**config.mk**
```make
export PLATFORM = sky130hd
export DESIGN_NAME = hdb3_dac_shaper_flat
export DESIGN_NICKNAME = d
export VERILOG_FILES = /design/src/rtl/hdb3_dac_shaper_if.sv /design/src/rtl/hdb3_dac_shaper.sv /design/src/flat_wrapper.sv
export SDC_FILE = /design/constraint.sdc
export NUM_CORES = 1
export LEC_CHECK = 0
export ABC_CLOCK_PERIOD_IN_PS = 6140
export CAP_MARGIN = 20
export CORE_MARGIN = 2
export CORE_UTILIZATION = 54
export CTS_CLUSTER_DIAMETER = 40
export DETAILED_ROUTE_END_ITERATION = 8
export GPL_ROUTABILITY_DRIVEN = 0
export PLACE_DENSITY = 0.85
export RECOVER_POWER = 50
export SETUP_SLACK_MARGIN = 0.2
export SYNTH_ARGS = -nofsm -noshare
export SYNTH_HDL_FRONTEND = slang
export SYNTH_SLANG_ARGS = --single-unit
```
**constraint.sdc**
```tcl
create_clock -name clk -period 6.14 [get_ports clk]
set_input_delay 0.921 -clock clk [delete_from_list [all_inputs] [get_ports clk]]
set_output_delay 0.921 -clock clk [all_outputs]
set_load 0.005 [all_outputs]
```
**src/rtl/hdb3_dac_shaper_if.sv**
```systemverilog
// Bundle of strobe, P/N rails, mode selects and DAC-side outputs for hdb3_dac_shaper.
// master drives the line-code side, slave is the shaper.
interface hdb3_dac_shaper_if #(parameter int DW = 8);
  logic          sym_stb;
  logic          data_inP;
  logic          data_inN;
  logic          rz_en;
  logic          slew_en;
  logic [DW-1:0] data_out;
  logic          err;
  logic [15:0]   err_cnt;
  logic          los;

  modport master (output sym_stb, data_inP, data_inN, rz_en, slew_en,
                  input  data_out, err, err_cnt, los);
  modport slave  (input  sym_stb, data_inP, data_inN, rz_en, slew_en,
                  output data_out, err, err_cnt, los);
endinterface

```
**src/rtl/hdb3_dac_shaper.sv**
```systemverilog
// HDB3 P/N rail pair to DW-bit DAC code: NRZ or 50% RZ shaping, optional slew
// limit, illegal-code counting and loss-of-signal fallback to mid-scale.
module hdb3_dac_shaper #(
  parameter int DW      = 8,
  parameter int OSR     = 8,
  parameter int STEP    = 32,
  parameter int LOS_SYM = 4
) (
  input logic              clk,
  input logic              rst,
  hdb3_dac_shaper_if.slave io
);
  localparam int WD_MAX = LOS_SYM * OSR;
  localparam int WDW    = $clog2(WD_MAX + 1);
  localparam int PHW    = $clog2(OSR);

  localparam logic [DW-1:0]  MID     = {1'b1, {(DW-1){1'b0}}};
  localparam logic [DW-1:0]  STEP_D  = DW'(STEP);
  localparam logic [PHW-1:0] PH_MAX  = PHW'(OSR - 1);
  localparam logic [PHW-1:0] PH_HALF = PHW'(OSR / 2);
  localparam logic [WDW-1:0] WD_TOP  = WDW'(WD_MAX);
  localparam logic [WDW-1:0] WD_EXP  = WDW'(WD_MAX - 1);

  logic [DW-1:0]  level, dec, lvl_eff, d, slew, out_q, out_nxt;
  logic [DW:0]    up, dn;
  logic [PHW-1:0] ph, ph_nxt;
  logic [WDW-1:0] wd;
  logic [15:0]    cnt;
  logic           illegal, err_q, los_q;

  // A strobe's symbol drives the output in the very next cycle, so the
  // desired code is built from the decoded (not yet registered) level.
  always_comb begin
    illegal = io.data_inP & io.data_inN;
    case ({io.data_inP, io.data_inN})
      2'b10:   dec = '1;
      2'b01:   dec = '0;
      2'b00:   dec = MID;
      default: dec = level;
    endcase
    lvl_eff = io.sym_stb ? dec : level;
    ph_nxt  = io.sym_stb ? '0 : ((ph == PH_MAX) ? ph : ph + PHW'(1));
    d       = (io.rz_en && ph_nxt >= PH_HALF) ? MID : lvl_eff;

    // Differences in DW+1 bits: the top bit flags "wrong direction".
    up = {1'b0, d} - {1'b0, out_q};
    dn = {1'b0, out_q} - {1'b0, d};
    if (!up[DW] && up > {1'b0, STEP_D})      slew = out_q + STEP_D;
    else if (!dn[DW] && dn > {1'b0, STEP_D}) slew = out_q - STEP_D;
    else                                     slew = d;
    out_nxt = io.slew_en ? slew : d;
  end

  always_ff @(posedge clk) begin
    if (rst) begin
      level <= MID;
      out_q <= MID;
      ph    <= PH_MAX;
      wd    <= '0;
      err_q <= 1'b0;
      cnt   <= '0;
      los_q <= 1'b0;
    end else begin
      out_q <= out_nxt;
      ph    <= ph_nxt;
      err_q <= io.sym_stb & illegal;
      if (io.sym_stb) begin
        // wd holds cycles elapsed since the strobe as seen in the current cycle
        level <= dec;
        wd    <= WDW'(1);
        los_q <= 1'b0;
        if (illegal && cnt != 16'hFFFF) cnt <= cnt + 16'd1;
      end else begin
        if (wd != WD_TOP) wd <= wd + WDW'(1);
        if (wd == WD_EXP) begin
          los_q <= 1'b1;
          level <= MID;
        end
      end
    end
  end

  assign io.data_out = out_q;
  assign io.err      = err_q;
  assign io.err_cnt  = cnt;
  assign io.los      = los_q;
endmodule

```
**src/flat_wrapper.sv**
```systemverilog
// flat-port wrapper written by rule: the top's interface ports become plain ports
module hdb3_dac_shaper_flat 
#(
  parameter int DW      = 8,
  parameter int OSR     = 8,
  parameter int STEP    = 32,
  parameter int LOS_SYM = 4
)
  (clk, rst, io_sym_stb, io_data_inP, io_data_inN, io_rz_en, io_slew_en, io_data_out, io_err, io_err_cnt, io_los);
  hdb3_dac_shaper_if #(.DW(DW)) io_i ();
  input logic clk;
  input logic rst;
  input wire logic [$bits(io_i.sym_stb)-1:0] io_sym_stb;
  input wire logic [$bits(io_i.data_inP)-1:0] io_data_inP;
  input wire logic [$bits(io_i.data_inN)-1:0] io_data_inN;
  input wire logic [$bits(io_i.rz_en)-1:0] io_rz_en;
  input wire logic [$bits(io_i.slew_en)-1:0] io_slew_en;
  output wire logic [$bits(io_i.data_out)-1:0] io_data_out;
  output wire logic [$bits(io_i.err)-1:0] io_err;
  output wire logic [$bits(io_i.err_cnt)-1:0] io_err_cnt;
  output wire logic [$bits(io_i.los)-1:0] io_los;
  assign io_i.sym_stb = io_sym_stb;
  assign io_i.data_inP = io_data_inP;
  assign io_i.data_inN = io_data_inN;
  assign io_i.rz_en = io_rz_en;
  assign io_i.slew_en = io_slew_en;
  assign io_data_out = io_i.data_out;
  assign io_err = io_i.err;
  assign io_err_cnt = io_i.err_cnt;
  assign io_los = io_i.los;
  hdb3_dac_shaper #(.DW(DW), .OSR(OSR), .STEP(STEP), .LOS_SYM(LOS_SYM)) u_core (.clk(clk), .rst(rst), .io(io_i));
endmodule
```
== After elaboration in Yosys (flattened, before gate mapping) ==
Cells that the tools add are included.

* Output and inout bits: 26
* Flip-flop bits (word level): 43
* Bits of input ports: 7
* Logic and storage cells: 49

* Mux-type cells: 12
* Reduce and logical (&&, ||, !) cells: 11
* Equality and inequality tests: 6
* Bitwise operators: 2
* Order comparisons: 3
* $add $sub $neg: 7

{| class="wikitable"
|+ Operators with widths
! cell !! count
|-
| $mux W8 || 7
|-
| $pmux W8 S3 || 1
|-
| $gt A9 B6 Y1 const B || 2
|-
| $sub A8 B8 Y9 || 2
|-
| $add A16 B1 Y16 const B || 1
|-
| $ne A16 B16 Y1 const B || 1
|-
| $add A8 B6 Y8 const B || 1
|-
| $sub A8 B6 Y8 const B || 1
|-
| $add A6 B1 Y6 const B || 1
|-
| $eq A6 B5 Y1 const B || 1
|-
| $mux W3 || 2
|-
| $ne A6 B6 Y1 const B || 1
|-
| $logic_and A1 B1 Y1 || 4
|-
| $reduce_bool A2 Y1 || 2
|-
| $add A3 B1 Y3 const B || 1
|-
| $eq A3 B3 Y1 const B || 1
|-
| $ge A3 B3 Y1 const B || 1
|-
| $and A1 B1 Y1 || 2
|-
| $eq A2 B1 Y1 const B || 1
|-
| $eq A2 B2 Y1 const B || 1
|-
| $logic_not A1 Y1 || 2
|-
| $logic_not A2 Y1 || 1
|-
| $mux W1 || 2
|-
| $reduce_and A2 Y1 || 1
|-
| $reduce_or A2 Y1 || 1
|}

== Longest topological paths before layout ==
* Depth after elaboration: 12
* Depth in mapped cells: 17
* Mapped depth without buffers: 15

== Worst setup path after synthesis ==
OpenSTA, ideal clock, no wires.

* Kind: input port to flip-flop
* Start: in io_sym_stb
* End: reg u_core.out_q[4] (netlist: u_core.io.data_out[4])
* Buffers on the path: 1
* Stages on the path: 16
* Slack: 2.436 ns
* Data arrival time: 3.576 ns
* Library setup time: 0.128 ns
* Data required time: 6.012 ns
* Cell sequence: inv_1 > o21ai_0 > nor2_1 > nor2_1 > o21a_1 > ha_1 > fa_1 > nand2b_1 > a21oi_1 > a31oi_1 > xnor2_1 > o31ai_2 > o22a_1 > buf_6 > mux2i_1 > nor2_1

* Cells in the longest elaborated chain, start to end: 10
* Elaborated cells between the ends (all ways): 16
* Those cells by class: 2 x add/sub; 3 x order compare; 6 x mux; 5 x reduce/logical

{| class="wikitable"
|+ RTL lines
! what !! line !! text
|-
| start: declaration || flat_wrapper.sv:13 || <nowiki>input wire logic [$bits(io_i.sym_stb)-1:0] io_sym_stb;</nowiki>
|-
| $mux W3 || hdb3_dac_shaper.sv:42 || <nowiki>ph_nxt = io.sym_stb ? '0 : ((ph == PH_MAX) ? ph : ph + PHW'(1));</nowiki>
|-
| $ge A3 B3 Y1 || hdb3_dac_shaper.sv:43 || <nowiki>d = (io.rz_en && ph_nxt >= PH_HALF) ? MID : lvl_eff;</nowiki>
|-
| $logic_and A1 B1 Y1 || hdb3_dac_shaper.sv:43 ||
|-
| $mux W8 * || hdb3_dac_shaper.sv:43 ||
|-
| $sub A8 B8 Y9 || hdb3_dac_shaper.sv:47 || <nowiki>dn = {1'b0, out_q} - {1'b0, d};</nowiki>
|-
| $gt A9 B6 Y1 or $logic_not A1 Y1 (tied branches) || hdb3_dac_shaper.sv:49 || <nowiki>else if (!dn[DW] && dn > {1'b0, STEP_D}) slew = out_q - STEP_D;</nowiki>
|-
| $logic_and A1 B1 Y1 || hdb3_dac_shaper.sv:49 ||
|-
| $mux W8 || hdb3_dac_shaper.sv:49 ||
|-
| $mux W8 || hdb3_dac_shaper.sv:48 || <nowiki>if (!up[DW] && up > {1'b0, STEP_D}) slew = out_q + STEP_D;</nowiki>
|-
| $mux W8 * || hdb3_dac_shaper.sv:51 || <nowiki>out_nxt = io.slew_en ? slew : d;</nowiki>
|-
| end signal: assignment || hdb3_dac_shaper.sv:64 || <nowiki>out_q <= out_nxt;</nowiki>
|-
| end: declaration || hdb3_dac_shaper.sv:24 || <nowiki>logic [DW-1:0] level, dec, lvl_eff, d, slew, out_q, out_nxt;</nowiki>
|}

Mark *: on every way between the ends. The rest lies on a longest branch, timed or not.
A chain may end at the register's enable or synchronous reset.

== Final worst setup path ==
* Start: in io_sym_stb
* End: reg u_core.out_q[1] (netlist: u_core.io.data_out[1])

Same word-level chain as after synthesis.

==> flow_summary.rst <==
.. list-table::
   :header-rows: 1

   * - Metric
     - Value
   * - Number of rows created at floorplan
     - 25
   * - Number of buffers inserted by post-CTS setup repair
     - 0
   * - Floorplan die height
     - 75.4 µm
   * - Synthesized cell area
     - 2750 µm²
   * - Starting DRT DRC Count
     - 100
   * - Final-report hold violation count
     - 0
   * - Most common cell in the synthesized netlist
     - dfxtp_1
   * - Beginning of the worst register-to-register path
     - u_core.ph[0]
   * - Static leakage power
     - 1.33 nW
   * - Delay of the slowest critical-path stage
     - 0.71 ns
   * - Number of buffers created by CTS
     - 5
   * - Number of top-level pins
     - 33
   * - Wire length of the first global-routing pass
     - 9610 µm
   * - Startpoint-to-endpoint class of the critical path
     - in2reg
   * - Syn_area_per_cell
     - 8.41 µm²
   * - Share of synthesized area occupied by flip-flops and latches
     - 31.3%
   * - Kind of launch point of the worst setup path
     - primary input
   * - Transition time at the pin with the least slew margin
     - 1.76 ns
   * - Worst vdd ir
     - 0.174 mV
   * - Failing checks
     - capacitance limit, slew limit
   * - Total instance count after detailed placement
     - 415
   * - Router iterations before antenna repair
     - 4
   * - Reg2Reg Depth
     - 15
   * - Synth Instances
     - 327
   * - Final net count
     - 386
   * - Post-Syn Nets
     - 358
   * - Status
     - finished with violations
   * - Final slew viol count
     - 44
   * - Vias per std cell
     - 5.53
   * - Sink count of the clock tree
     - 43
   * - Total overflow reported by the global router
     - 0
   * - Quantity of gates resized following cts
     - 0
   * - Hold Crit Depth
     - 2
   * - Count of H-tree levels built during CTS
     - 2
   * - Clock-pin transition on the worst setup and hold timing paths
     - 0.08 ns
   * - Vias in the first global route
     - 2210
   * - Worst Path Max Fanout
     - 13
   * - Sum of net half-perimeters after detailed placement
     - 4220 µm
   * - Fraction of layout cells with a size suffix above 1
     - 6.20%
   * - Worst hold path startpoint
     - u_core.level[3]
   * - Required time worst endpoint
     - 6.26 ns
   * - Power per Cell Area
     - 336 nW/µm²
   * - Total Neg Setup Slack
     - 0 ns
   * - Antenna violations before repair
     - 0
   * - Synth Flop Type
     - dfxtp_1
   * - CP Data Arrival Time
     - 5.03 ns
   * - Most area-hungry cell type in the Yosys netlist
     - dfxtp_1
   * - Number of nets still failing antenna checks after routing
     - 0
   * - Number of buffers on the longest clock path
     - 2
   * - Count of state elements after synthesis
     - 43
   * - Die outline area
     - 5680 µm²
   * - Post-route DRC
     - 0
   * - Cell types with the highest counts after synthesis
     - 43 x dfxtp_1, 33 x nor2_1, 27 x inv_1
   * - Cell types with the largest area share after synthesis
     - dfxtp_1 31%, ha_1 10%, xnor2_1 5.4%, nor2_1 4.5%, inv_1 3.7%
   * - Final setup fails
     - 0
   * - Remaining max-slew budget at the tightest pin
     - -17.6%
   * - Number of distinct library cells after synthesis
     - 55
   * - Async set-reset flop share out of synthesis
     - 0%
   * - Chain of cells forming the critical path
     - clkdlybuf4s50_1 > inv_1 > o21ai_0 > nor2_1 > nor2_1 > o21ai_0 > inv_1 > ha_1 > a211oi_1 > nor2_1 > a311oi_2 > xnor2_1 > o31ai_2 > o22a_1 > mux2i_1 > nor2_1
   * - Core Box Area
     - 4820 µm²
   * - FF-to-FF setup slack
     - 2.14 ns
   * - Routed Wire Length
     - 5690 µm
   * - Highest attainable clock frequency
     - 0.204 GHz
   * - Number of synthesized flops with an enable pin
     - 0
   * - Synthesis-to-layout area growth
     - 14.4%
   * - Count of input and output buffers
     - 32
   * - Detail-routed net length per standard cell
     - 13.5 µm
   * - Worst-case hold path end point
     - u_core.level[3]
   * - Filler-free cell count of the finished design
     - 422
   * - Clock insertion delay at the later pin of the skew report
     - 0.30 ns
   * - Number of antenna diodes
     - 0
   * - Minimum clock period after layout
     - 4.91 ns
   * - Clock tree from TritonCTS
     - built
   * - Critical Path End Type
     - register
   * - Share of the synthesized area in the top cell type
     - 31.3%
   * - Root Buffer Master
     - clkbuf_8
   * - Slowest cell on the critical path
     - clkdlybuf4s50_1
   * - Maximum number of pins on one net before global-route repair
     - 44
   * - Starting density of the core
     - 57.1%
   * - Global Route Usage Sum
     - 21.6%
   * - Hold crit path type
     - reg2reg
   * - Dominant cell type by count on the critical path
     - nor2_1
   * - Via total after detailed routing
     - 2333
   * - Warning count from the yosys run
     - 0
   * - Post-route clock skew
     - 0.00385 ns
   * - Setup repair after global routing missed its margin
     - false
   * - DIE WIDTH
     - 75.4 µm
   * - Period utilization
     - 80.0%
   * - Reg2reg end
     - u_core.io.data_out[1]
   * - Max-capacitance violation count
     - 1
   * - CTS hold repair buffers
     - 0
[cells in the final DEF (no fill, tap or decap), types with 4 or more instances in the layout]
cell             count
dfxtp_1             43
nor2_1              33
inv_1               27
nand2_1             23
ha_1                23
dlygate4sd3_1       22
o21ai_0             20
a21oi_1             19
xnor2_1             17
nor3_1              10
clkdlybuf4s50_1     10
nand3_1              9
mux2i_1              9
xor2_1               8
nand2b_1             7
or3_1                6
clkbuf_8             6
a31oi_1              5
and3_1               5
o21a_1               4
a21o_1               4
nor4_1               4
[power breakdown]
group	switching (mW)	leakage (nW)	total, mW	internal [mW]
sequential	0.0242	0.350	0.325	0.301
clock	0.0950	0.0470	0.183	0.0882
combinational	0.298	0.934	0.548	0.250
total	0.417	1.33	1.06	0.639
[metrics by stage]
step | utilization [%] | power [mW] | cell area (µm²) | hold WS (ns) | setup slack (ns)
global route | 65.3 | 1.13 | 3150 | 0.476 | 0.850
CTS | 65.4 | 1.06 | 3150 | 0.456 | 1.39
global placement | 63.6 | 0.855 | 3060 | 0.440 | 1.30
detailed placement | 63.6 | 0.876 | 3060 | 0.444 | 1.06
finish | 65.3 | 1.06 | 3150 | 0.455 | 1.23
floorplan | - | 0.786 | 2750 | 0.433 | 2.44
[state kept, by name (all words and copies together), names as in the netlist]
register and cells:
u_core.io.data_out 8, u_core.level 8, u_core.wd 6, u_core.ph 3, u_core.io.los 1, u_core.io.err 1
u_core.io.err_cnt 16
[worst max-delay path: cells and delay by family]
kind	cells	cell delay, ns
xor gates and xnor gates	1	0.11
muxes	1	0.25
buffers and inverters	3	1.04
AOI/OAI and AO/OA	6	1.80
and+or+nand+nor	4	0.52
adders and majority gates	1	0.39
[layout make-up]
cell class | instances | area, µm²
Multi-Input combinational cell | 245 | 1690
Fill cell | 423 | 1670
Timing Repair Buffer | 33 | 324
Clock buffer | 6 | 82.6
Sequential cell | 43 | 861
Inverter | 27 | 101
Tap cell | 67 | 83.8
Clock inverter | 1 | 5.00
[worst max path at each step]
| stage | start | end | cells after the start |
|---|---|---|---|
| after detailed placement | io_sym_stb | u_core.io.data_out[1] | 16 |
| after global placement | io_sym_stb | u_core.io.data_out[0] | 16 |
| after global routing | io_sym_stb | u_core.io.data_out[4] | 16 |
| after CTS | io_sym_stb | u_core.io.data_out[1] | 16 |
| after floorplan | io_sym_stb | u_core.io.data_out[4] | 16 |
| final | io_sym_stb | u_core.io.data_out[1] | 16 |
[per-layer routing]
| layer | up-vias | routed length (µm) | share of wire, % | global-route usage [%] |
|---|---|---|---|---|
| li1 | 1180 | - | - | - |
| met1 | 1106 | 2660 | 47 | 26.7 |
| met2 | 40 | 2750 | 48 | 37.1 |
| met3 | 7 | 189 | 3.3 | 3.97 |
| met4 | 0 | 94 | 1.7 | 8.77 |
| met5 | - | 0 | 0 | 0 |
[logic make-up after synthesis]
| logic type | count (synthesis) | synth area share [%] |
|---|---|---|
| AO/OA/AOI/OAI | 76 | 19.4 |
| AND/OR/NAND/NOR | 111 | 19.6 |
| XOR/XNOR | 25 | 7.96 |
| multiplexers | 9 | 3.28 |
| adder cells (fa/ha/maj) | 24 | 11.2 |
| flip-flops | 43 | 31.3 |
| buffers and inverters | 39 | 7.28 |
Power figures use the tool's default switching activity.
